===== config.mk =====
export PLATFORM = sky130hd
export DESIGN_NAME = commit_sequencer
export DESIGN_NICKNAME = d
export VERILOG_FILES = /design/src/rtl/commit_sequencer.sv
export SDC_FILE = /design/constraint.sdc
export NUM_CORES = 1
export LEC_CHECK = 0
export ABC_AREA = 1
export CAP_MARGIN = 30
export CORE_MARGIN = 1
export CORE_UTILIZATION = 35
export CTS_BUF_LIST = sky130_fd_sc_hd__clkbuf_16
export DETAILED_ROUTE_END_ITERATION = 12
export PLACE_DENSITY = 0.64
export REMOVE_ABC_BUFFERS = 1
export SLEW_MARGIN = 20
export SYNTH_ARGS = -nofsm -noshare
export SYNTH_HDL_FRONTEND = slang
export SYNTH_SLANG_ARGS = --single-unit

===== constraint.sdc =====
create_clock -name clk -period 2.93 [get_ports clk]
set_input_delay 0.879 -clock clk [delete_from_list [all_inputs] [get_ports clk]]
set_output_delay 0.879 -clock clk [all_outputs]
set_load 0.01 [all_outputs]

===== src/rtl/commit_sequencer.sv =====
// In-order commit sequencer: records issuing unit IDs in a circular table and grants register-file
// writes strictly in issue order. Define COMMIT_SEQ_FAST_EN for the combinational 1-commit/cycle grant.
module commit_sequencer #(
    parameter int DEPTH = 8
) (
    input  logic       clk,
    input  logic       rst_n,
    input  logic       issue_valid,
    input  logic [2:0] issue_unit,
    output logic       issue_ready,
    input  logic [4:0] unit_done,
    output logic [4:0] commit_grant,
    input  logic       flush,
    output logic [4:0] occupancy,
    output logic       err_illegal
);

    localparam int         PTR_W    = (DEPTH > 1) ? $clog2(DEPTH) : 1;
    localparam logic [4:0] FULL_CNT = 5'(DEPTH);

    logic [2:0]       r_entry [DEPTH];
    logic [PTR_W-1:0] r_rd_ptr;
    logic [PTR_W-1:0] r_wr_ptr;
    logic [4:0]       r_count;
    logic             r_err;

    logic [4:0]       w_count_next;
    logic [2:0]       w_head;
    logic [4:0]       w_head_oh;
    logic             w_head_done;
    logic             w_legal;
    logic             w_push;
    logic             w_pop;
    logic [DEPTH-1:0] w_wr_en;

    assign w_head      = r_entry[r_rd_ptr];
    assign w_head_oh   = 5'b00001 << w_head;
    // Only the head's done bit matters; results of younger units wait their turn.
    assign w_head_done = (r_count != 5'd0) && (|(w_head_oh & unit_done));
    assign issue_ready = (r_count != FULL_CNT);
    assign w_legal     = (issue_unit <= 3'd4);
    assign w_push      = issue_valid && issue_ready && w_legal && !flush;
    assign w_pop       = |commit_grant;
    assign occupancy   = r_count;
    assign err_illegal = r_err;

    always_comb begin
        w_count_next = r_count;
        if (flush) begin
            w_count_next = 5'd0;
        end else begin
            w_count_next = r_count + {4'd0, w_push} - {4'd0, w_pop};
        end
    end

    for (genvar gi = 0; gi < DEPTH; gi++) begin : g_wr_dec
        assign w_wr_en[gi] = w_push && (r_wr_ptr == PTR_W'(gi));
    end

    always_ff @(posedge clk or negedge rst_n) begin
        if (!rst_n) begin
            for (int i = 0; i < DEPTH; i++) begin
                r_entry[i] <= 3'd0;
            end
        end else begin
            for (int i = 0; i < DEPTH; i++) begin
                if (w_wr_en[i]) begin
                    r_entry[i] <= issue_unit;
                end
            end
        end
    end

    always_ff @(posedge clk or negedge rst_n) begin
        if (!rst_n) begin
            r_rd_ptr <= '0;
            r_wr_ptr <= '0;
            r_count  <= 5'd0;
        end else begin
            r_count <= w_count_next;
            if (flush) begin
                r_rd_ptr <= '0;
                r_wr_ptr <= '0;
            end else begin
                if (w_push) begin
                    r_wr_ptr <= r_wr_ptr + PTR_W'(1);
                end
                if (w_pop) begin
                    r_rd_ptr <= r_rd_ptr + PTR_W'(1);
                end
            end
        end
    end

    // Sticky: an illegal ID is reported even when flushed in the same cycle.
    always_ff @(posedge clk or negedge rst_n) begin
        if (!rst_n) begin
            r_err <= 1'b0;
        end else if (issue_valid && issue_ready && !w_legal) begin
            r_err <= 1'b1;
        end
    end

`ifdef COMMIT_SEQ_FAST_EN
    assign commit_grant = (w_head_done && !flush) ? w_head_oh : 5'd0;
`else
    typedef enum logic [1:0] {
        ST_EMPTY = 2'd0,
        ST_WAIT  = 2'd1,
        ST_GRANT = 2'd2
    } state_t;

    state_t     r_state;
    logic [4:0] r_grant;

    // Flush kills a grant that is already registered for this cycle.
    assign commit_grant = flush ? 5'd0 : r_grant;

    always_ff @(posedge clk or negedge rst_n) begin
        if (!rst_n) begin
            r_state <= ST_EMPTY;
            r_grant <= 5'd0;
        end else if (flush) begin
            r_state <= ST_EMPTY;
            r_grant <= 5'd0;
        end else begin
            case (r_state)
                ST_EMPTY: begin
                    r_grant <= 5'd0;
                    if (w_push) begin
                        r_state <= ST_WAIT;
                    end
                end
                ST_WAIT: begin
                    if (w_head_done) begin
                        r_state <= ST_GRANT;
                        r_grant <= w_head_oh;
                    end else begin
                        r_grant <= 5'd0;
                    end
                end
                ST_GRANT: begin
                    r_grant <= 5'd0;
                    r_state <= (w_count_next == 5'd0) ? ST_EMPTY : ST_WAIT;
                end
                default: begin
                    r_state <= ST_EMPTY;
                    r_grant <= 5'd0;
                end
            endcase
        end
    end
`endif

endmodule


==> summary.md, run 1 <==
| Metric | Value |
|---|---|
| Status | completed |
| Crit path max fanout | 2 |
| CTS Buf Count | 5 |
| Crit Reg-Reg Startpoint | occupancy[2]$_DFF_PN0_ |
| Worst Path Arrival | 3.12 ns |
| PD cells | 641 nW/um2 |
| Routed vias | 2161 |
| FF-to-FF End | r_state[0]$_DFFE_PN0P_ |
| RSZ-0062 raised after global routing | yes |
| Crit path kind | primary input to register |
| Detailed router's first-iteration violation count | 101 |
| Startpoint types | primary input |
| Clock sinks | 43 |
| Cell count after synthesis | 314 |
| Top-Level Pins | 24 |
| Peak supply drop | 0.295 mV |
| Final worst slack | 0.0216 ns |
| Setup violations, final | 0 |
| CTS root buf | clkbuf_16 |
| Unique cell type count in the Yosys netlist | 30 |
| Area of the core | 6790 um2 |
| Slew @ Worst Pin | 0.530 ns |
| Max_slew headroom | 0.647 |
| Core Util, Final | 0.490 |
| FF-to-FF path depth | 22 |
| Grt total ovfl | 0 |
| Hold Crit Depth | 2 |
| Router iterations before antenna repair | 4 |
| Reg2Reg Setup Slack | 0.08 ns |
| Hold buffers post-CTS | 0 |
| Layout Nets | 410 |
| Max Freq | 344 MHz |
| Vias in the first global route | 2134 |
| Initial antenna violation count | 0 |
| Final Cell Area | 3330 um2 |
| First-pass GRT wire length | 9.67 mm |
| Port bufs | 23 |
| Worst-path clk slew | 0.06 ns |
| Htree depth | 2 |
| Routability Congestion | 0.798 |
| Period utilization | 0.993 |
| Hold Path Class | register to register |
| Critical path endpoint category | register |
| Mapped Avg Cell Area | 7.83 um2 |
| Syn. warnings | 0 |
| Hold WS | 0.485 ns |
| CP required | 3.15 ns |
| Worst hold start | r_entry[14]$_DFFE_PN0P_ |
| Gr usage total | 0.170 |
| Wire per inst | 12.2 um |
| DP Worst Slack | -0.965 ns |
| Fin crit period | 2.91 ns |
| Dpl cell area | 2930 um2 |
| Hold Path Sink | r_entry[14]$_DFFE_PN0P_ |
| Row count | 30 |
| CTS tree | yes |
| Setup Skew | 0.00677 ns |
| Final Hold Fails | 0 |
| Die width | 85.8 um |
| Die area | 7360 um2 |
| Total power draw | 2.13 mW |
| Post-DRT Antenna Nets | 0 |
| Synth Register Bits | 43 |
| Die height | 85.8 um |
| Seq/Total Area, Yosys | 0.438 |
| Vias per cell | 4.50 |
| Clk buf depth | 2 |
| Hpwl dp | 4.10 mm |
| DRC | 0 |
| Skew-Pair Late Insertion Delay | 0.29 ns |
| Slew Viols, Final | 0 |
| Routed wire length | 5.84 mm |
| Synth-to-Final Area Change | 35.4% |
| Lkg Pwr | 1.63 nW |
| Diodes inserted | 0 |
| Layout cells sized above 1 | 0.250 |
| Initial Utilization | 0.362 |
| Max-Cap Viols | 0 |
| Cell Area, Synth | 2460 um2 |
| Largest net degree at the start of global routing | 24 |
## how the worst max path moves through the flow
| stage | startpoint | end | slack [ns] | cells past startpoint |
|---|---|---|---|---|
| after floorplan | issue_unit[1] | r_state[0]$_DFFE_PN0P_ | -0.43 | 16 |
| after global placement | flush | r_state[0]$_DFFE_PN0P_ | -0.91 | 15 |
| after detailed placement | flush | r_state[0]$_DFFE_PN0P_ | -0.96 | 15 |
| after CTS | issue_unit[1] | r_state[0]$_DFFE_PN0P_ | 0.005 | 17 |
| after global routing | issue_valid | r_state[0]$_DFFE_PN0P_ | -0.07 | 16 |
| final | issue_valid | r_state[0]$_DFFE_PN0P_ | 0.02 | 20 |
## layer usage
metal	global-route usage	up-vias	share of wire	routed length (um)
met4	0.0773	0	0.024	140
li1	-	1122	-	-
met3	0.0318	9	0.030	173
met2	0.292	34	0.50	2900
met1	0.208	996	0.45	2630
met5	0	-	0	0
## logic make-up (layout without fill, tap and decap cells)
kind of cell             Yosys count  in the layout  share of synthesized area
AND/OR/NAND/NOR                  147            147                      0.274
buffers and inverters             64            134                      0.112
AO/OA/AOI/OAI                     44             44                     0.0932
flip-flops                        43             43                      0.438
adder cells (fa/ha/maj)           15             15                     0.0794
XOR/XNOR                           1              1                    0.00356
## power by group
group | switching (mW) | leakage [nW] | internal, mW
clock | 0.222 | 0.0701 | 0.307
sequential | 0.0693 | 0.580 | 0.686
combinational | 0.471 | 0.978 | 0.377
## worst max-delay path, stage by stage
cell             delay [ns]
clkdlybuf4s15_1        0.18
nand2_1                0.07
nor2_1                 0.09
inv_1                  0.08
buf_4                  0.14
buf_4                  0.12
buf_4                  0.12
buf_4                  0.12
buf_4                  0.12
buf_4                  0.12
buf_4                  0.12
buf_4                  0.12
buf_4                  0.12
buf_4                  0.12
buf_4                  0.12
buf_4                  0.12
buf_4                  0.13
nand3_1                0.07
inv_1                  0.06
o21ai_1                0.13
## Yosys cell counts (all sizes together)
library cell / count / area, um2
a31o: 1 / 8.76
buf: 5 / 51.3
o21ai: 33 / 165
nor4: 2 / 12.5
ha: 14 / 175
nand2: 85 / 342
nand4: 3 / 25.0
nand3: 30 / 170
dfrtp: 43 / 1080
nor2: 26 / 118
a31oi: 1 / 6.26
or2: 1 / 6.26
inv: 59 / 224
a21oi: 7 / 35.0
o21bai: 1 / 7.51
xnor2: 1 / 8.76
o22ai: 1 / 6.26
fa: 1 / 20.0
## state kept, by name, indices dropped and copies added, names as in the netlist
signal,flops
r_rd_ptr,3
err_illegal,1
occupancy,5
r_grant,5
r_entry,24
r_state,2
r_wr_ptr,3
## cell type report
type | instances | area (um2)
clock inverter | 3 | 11.3
sequential | 43 | 1080
clock buffer | 5 | 125
fill | 659 | 3470
tap | 96 | 120
inverter | 59 | 226
multi-input combinational | 207 | 1200
timing repair buffer | 67 | 569
## stage by stage
step | cells | setup TNS (ns)
after floorplan | 309 | -0.653
after global placement | 450 | -3.78
after detailed placement | 450 | -4.17
after CTS | 474 | 0
after global routing | 480 | -0.0729
final | 480 | 0
## timing repair
action | CTS | global route
setup buffers | 16 | 6
pin swaps | 12 | 14
gates cloned | 0 | 0
resized for setup | 28 | 23
endpoints found under the hold margin | 0 | 0
setup endpoints to repair | 10 | 4
## cells in the final DEF (no fill, tap or decap), drive strengths merged, types with 2 or more instances in the layout
master and n:
nor2 26, clkbuf 7, ha 14, inv 60, buf 47, nand3 30, clkdlybuf4s50 17, o21ai 33
dfrtp 43, a21oi 7, nand4 3, clkinv 2, nor4 2, nand2 85
Power figures use the tool's default switching activity.
==> run 2: changes to the inputs <==
--- a/config.mk
+++ b/config.mk
@@ -14,4 +14,5 @@
 export PLACE_DENSITY = 0.64
 export REMOVE_ABC_BUFFERS = 1
+export SKIP_CTS_REPAIR_TIMING = 1
 export SLEW_MARGIN = 20
 export SYNTH_ARGS = -nofsm -noshare
==> constraint.sdc (replaced) <==
create_clock -name clk -period 2.93 [get_ports clk]
set_input_delay 0.879 -clock clk [delete_from_list [all_inputs] [get_ports clk]]
set_output_delay 0.879 -clock clk [all_outputs]
set_load 0.02 [all_outputs]
==> run 2 against run 1 <==
Against the previous run: the flow now finishes with violations (setup timing); clock skew fell by 0.0011 ns; cell area decreased by 4.4%; first-iteration DRC count shrank 8.9%; sequential cell count did not move; routed wire length is 5.3% lower; setup slack worse by 0.045 ns; worst hold slack worse by 0.0011 ns; critical endpoint unchanged.
==> summary.md, run 2 (synthesis gave the netlist of run 1 again) <==
| Metric | Value |
|---|---|
| Sw Ratio | 0.364 |
| Hold Path Class | register to register |
| Clock sinks | 43 |
| Most frequent cells in the layout | 78 x nand2_1, 51 x inv_1, 43 x dfrtp_1 |
| Clk pwr share | 0.253 |
| Peak supply drop | 0.228 mV |
| Lkg Pwr | 1.56 nW |
| Clk buf depth | 2 |
| Skew-Pair Late Insertion Delay | 0.29 ns |
| CTS tree | yes |
| Grt total ovfl | 0 |
| FF-to-FF path depth | 21 |
| Vias per cell | 4.48 |
| Flop pwr share | 0.364 |
| Slew Viols, Final | 0 |
| Max reg flops | 24 |
| Largest net degree at the start of global routing | 24 |
| Commonest non-fill, non-tap cell in the layout | nand2_1 |
| Fin crit period | 2.95 ns |
| Crit path max fanout | 2 |
| Reg with most FFs | r_entry |
| Wire per inst | 12.0 um |
| Vias in the first global route | 2016 |
| Critical path endpoint category | register |
| Htree depth | 2 |
| Hpwl dp | 4.10 mm |
| Worst-path clk slew | 0.06 ns |
| Final worst slack | -0.0230 ns |
| Hold Path Sink | err_illegal$_DFFE_PN0P_ |
| Period utilization | 1.01 |
| Switching power | 758 uW |
| Routed vias | 2063 |
| Worst hold start | err_illegal$_DFFE_PN0P_ |
| PD cells | 656 nW/um2 |
| Layout cells sized above 1 | 0.197 |
| Combinational share of power | 0.383 |
| Startpoint types | primary input |
| Routed wire length | 5.53 mm |
| Max_slew headroom | 0.632 |
| Hold Crit Depth | 1 |
| RSZ-0062 raised after global routing | yes |
| Status | finished, violations left |
| First-pass GRT wire length | 9.11 mm |
| Setup TNS | -0.0230 ns |
| Fillers | 690 |
| Initial Utilization | 0.362 |
| Max Freq | 339 MHz |
| CP required | 3.11 ns |
| Die width | 85.8 um |
| Initial antenna violation count | 0 |
| Row count | 30 |
| Detailed router's first-iteration violation count | 92 |
| Failing checks | setup timing |
| Routability Congestion | 0.798 |
| Setup Skew | 0.00567 ns |
| FF-to-FF End | r_state[0]$_DFFE_PN0P_ |
| Layout Nets | 391 |
| Router iterations before antenna repair | 4 |
| Worst Path Arrival | 3.13 ns |
| Final Hold Fails | 0 |
| CTS root buf | clkbuf_16 |
| Core Util, Final | 0.468 |
| Die height | 85.8 um |
| Port bufs | 23 |
| Crit path kind | primary input to register |
| Slew @ Worst Pin | 0.552 ns |
| Synth-to-Final Area Change | 29.4% |
| Crit Reg-Reg Startpoint | occupancy[2]$_DFF_PN0_ |
| Diodes inserted | 0 |
| Post-DRT Antenna Nets | 0 |
| Gr usage total | 0.160 |
| Reg2Reg Setup Slack | 0.02 ns |
| Area of the core | 6790 um2 |
| CTS Buf Count | 5 |
| DRC | 0 |
| Int Pwr | 1.33 mW |
| Top-Level Pins | 24 |
| Max-Cap Viols | 0 |
| Setup violations, final | 1 |
| Die area | 7360 um2 |
[run 2: critical path, stage by stage]
cell and delay (ns):
dlymetal6s2s_1 0.13, inv_2 0.08, a21oi_4 0.06, nor2_1 0.11
inv_1 0.08, nor2_2 0.14, inv_2 0.07, ha_4 0.26
inv_2 0.04, ha_4 0.15, fa_2 0.37, buf_4 0.15
nand2_1 0.05, nand2_1 0.05, a21oi_1 0.16, nand2_1 0.07
nand2_1 0.06, nor2_1 0.04, o21ai_1 0.12, o21ai_1 0.08
[run 2: worst max path at each step]
stage | to | from
final | r_state[0]$_DFFE_PN0P_ | issue_unit[0]
after global routing | r_state[0]$_DFFE_PN0P_ | issue_unit[1]
after CTS | r_state[0]$_DFFE_PN0P_ | flush
after detailed placement | r_state[0]$_DFFE_PN0P_ | flush
after global placement | r_state[0]$_DFFE_PN0P_ | flush
after floorplan | r_state[0]$_DFFE_PN0P_ | issue_unit[1]
[run 2: layout make-up]
cell class,count,area (um2),share of cell area
clock inverter,3,11.3,0.00354
multi-input combinational,207,1180,0.371
clock buffer,5,125,0.0393
sequential,43,1080,0.338
inverter,59,226,0.0712
timing repair buffer,48,440,0.138
tap,96,120,0.0378
[run 2: routing by layer]
metal / global-route usage / wire (um) / vias up
met5: 0 / 0 / -
met4: 0.0545 / 86 / 0
met3: 0.0289 / 99 / 7
met2: 0.276 / 2720 / 18
met1: 0.203 / 2620 / 954
li1: - / - / 1084
[run 2: power by group through the flow]
stage	combinational [mW]	clock (mW)	sequential, mW
floorplan	0.505	0	0.771
global placement	0.749	0	0.759
detailed placement	0.760	0	0.764
CTS	0.765	0.541	0.754
global route	0.910	0.569	0.766
finish	0.800	0.528	0.758
[run 2: stage by stage]
step | power (mW) | instances | area, um2 | setup WS (ns) | hold slack (ns)
detailed placement | 1.52 | 450 | 2930 | -0.965 | 0.461
CTS | 2.06 | 458 | 3070 | -0.687 | 0.485
global placement | 1.51 | 450 | 2930 | -0.906 | 0.452
finish | 2.09 | 461 | 3180 | -0.0230 | 0.484
global route | 2.25 | 461 | 3180 | -0.200 | 0.506
floorplan | 1.28 | 309 | 2410 | -0.429 | 0.453
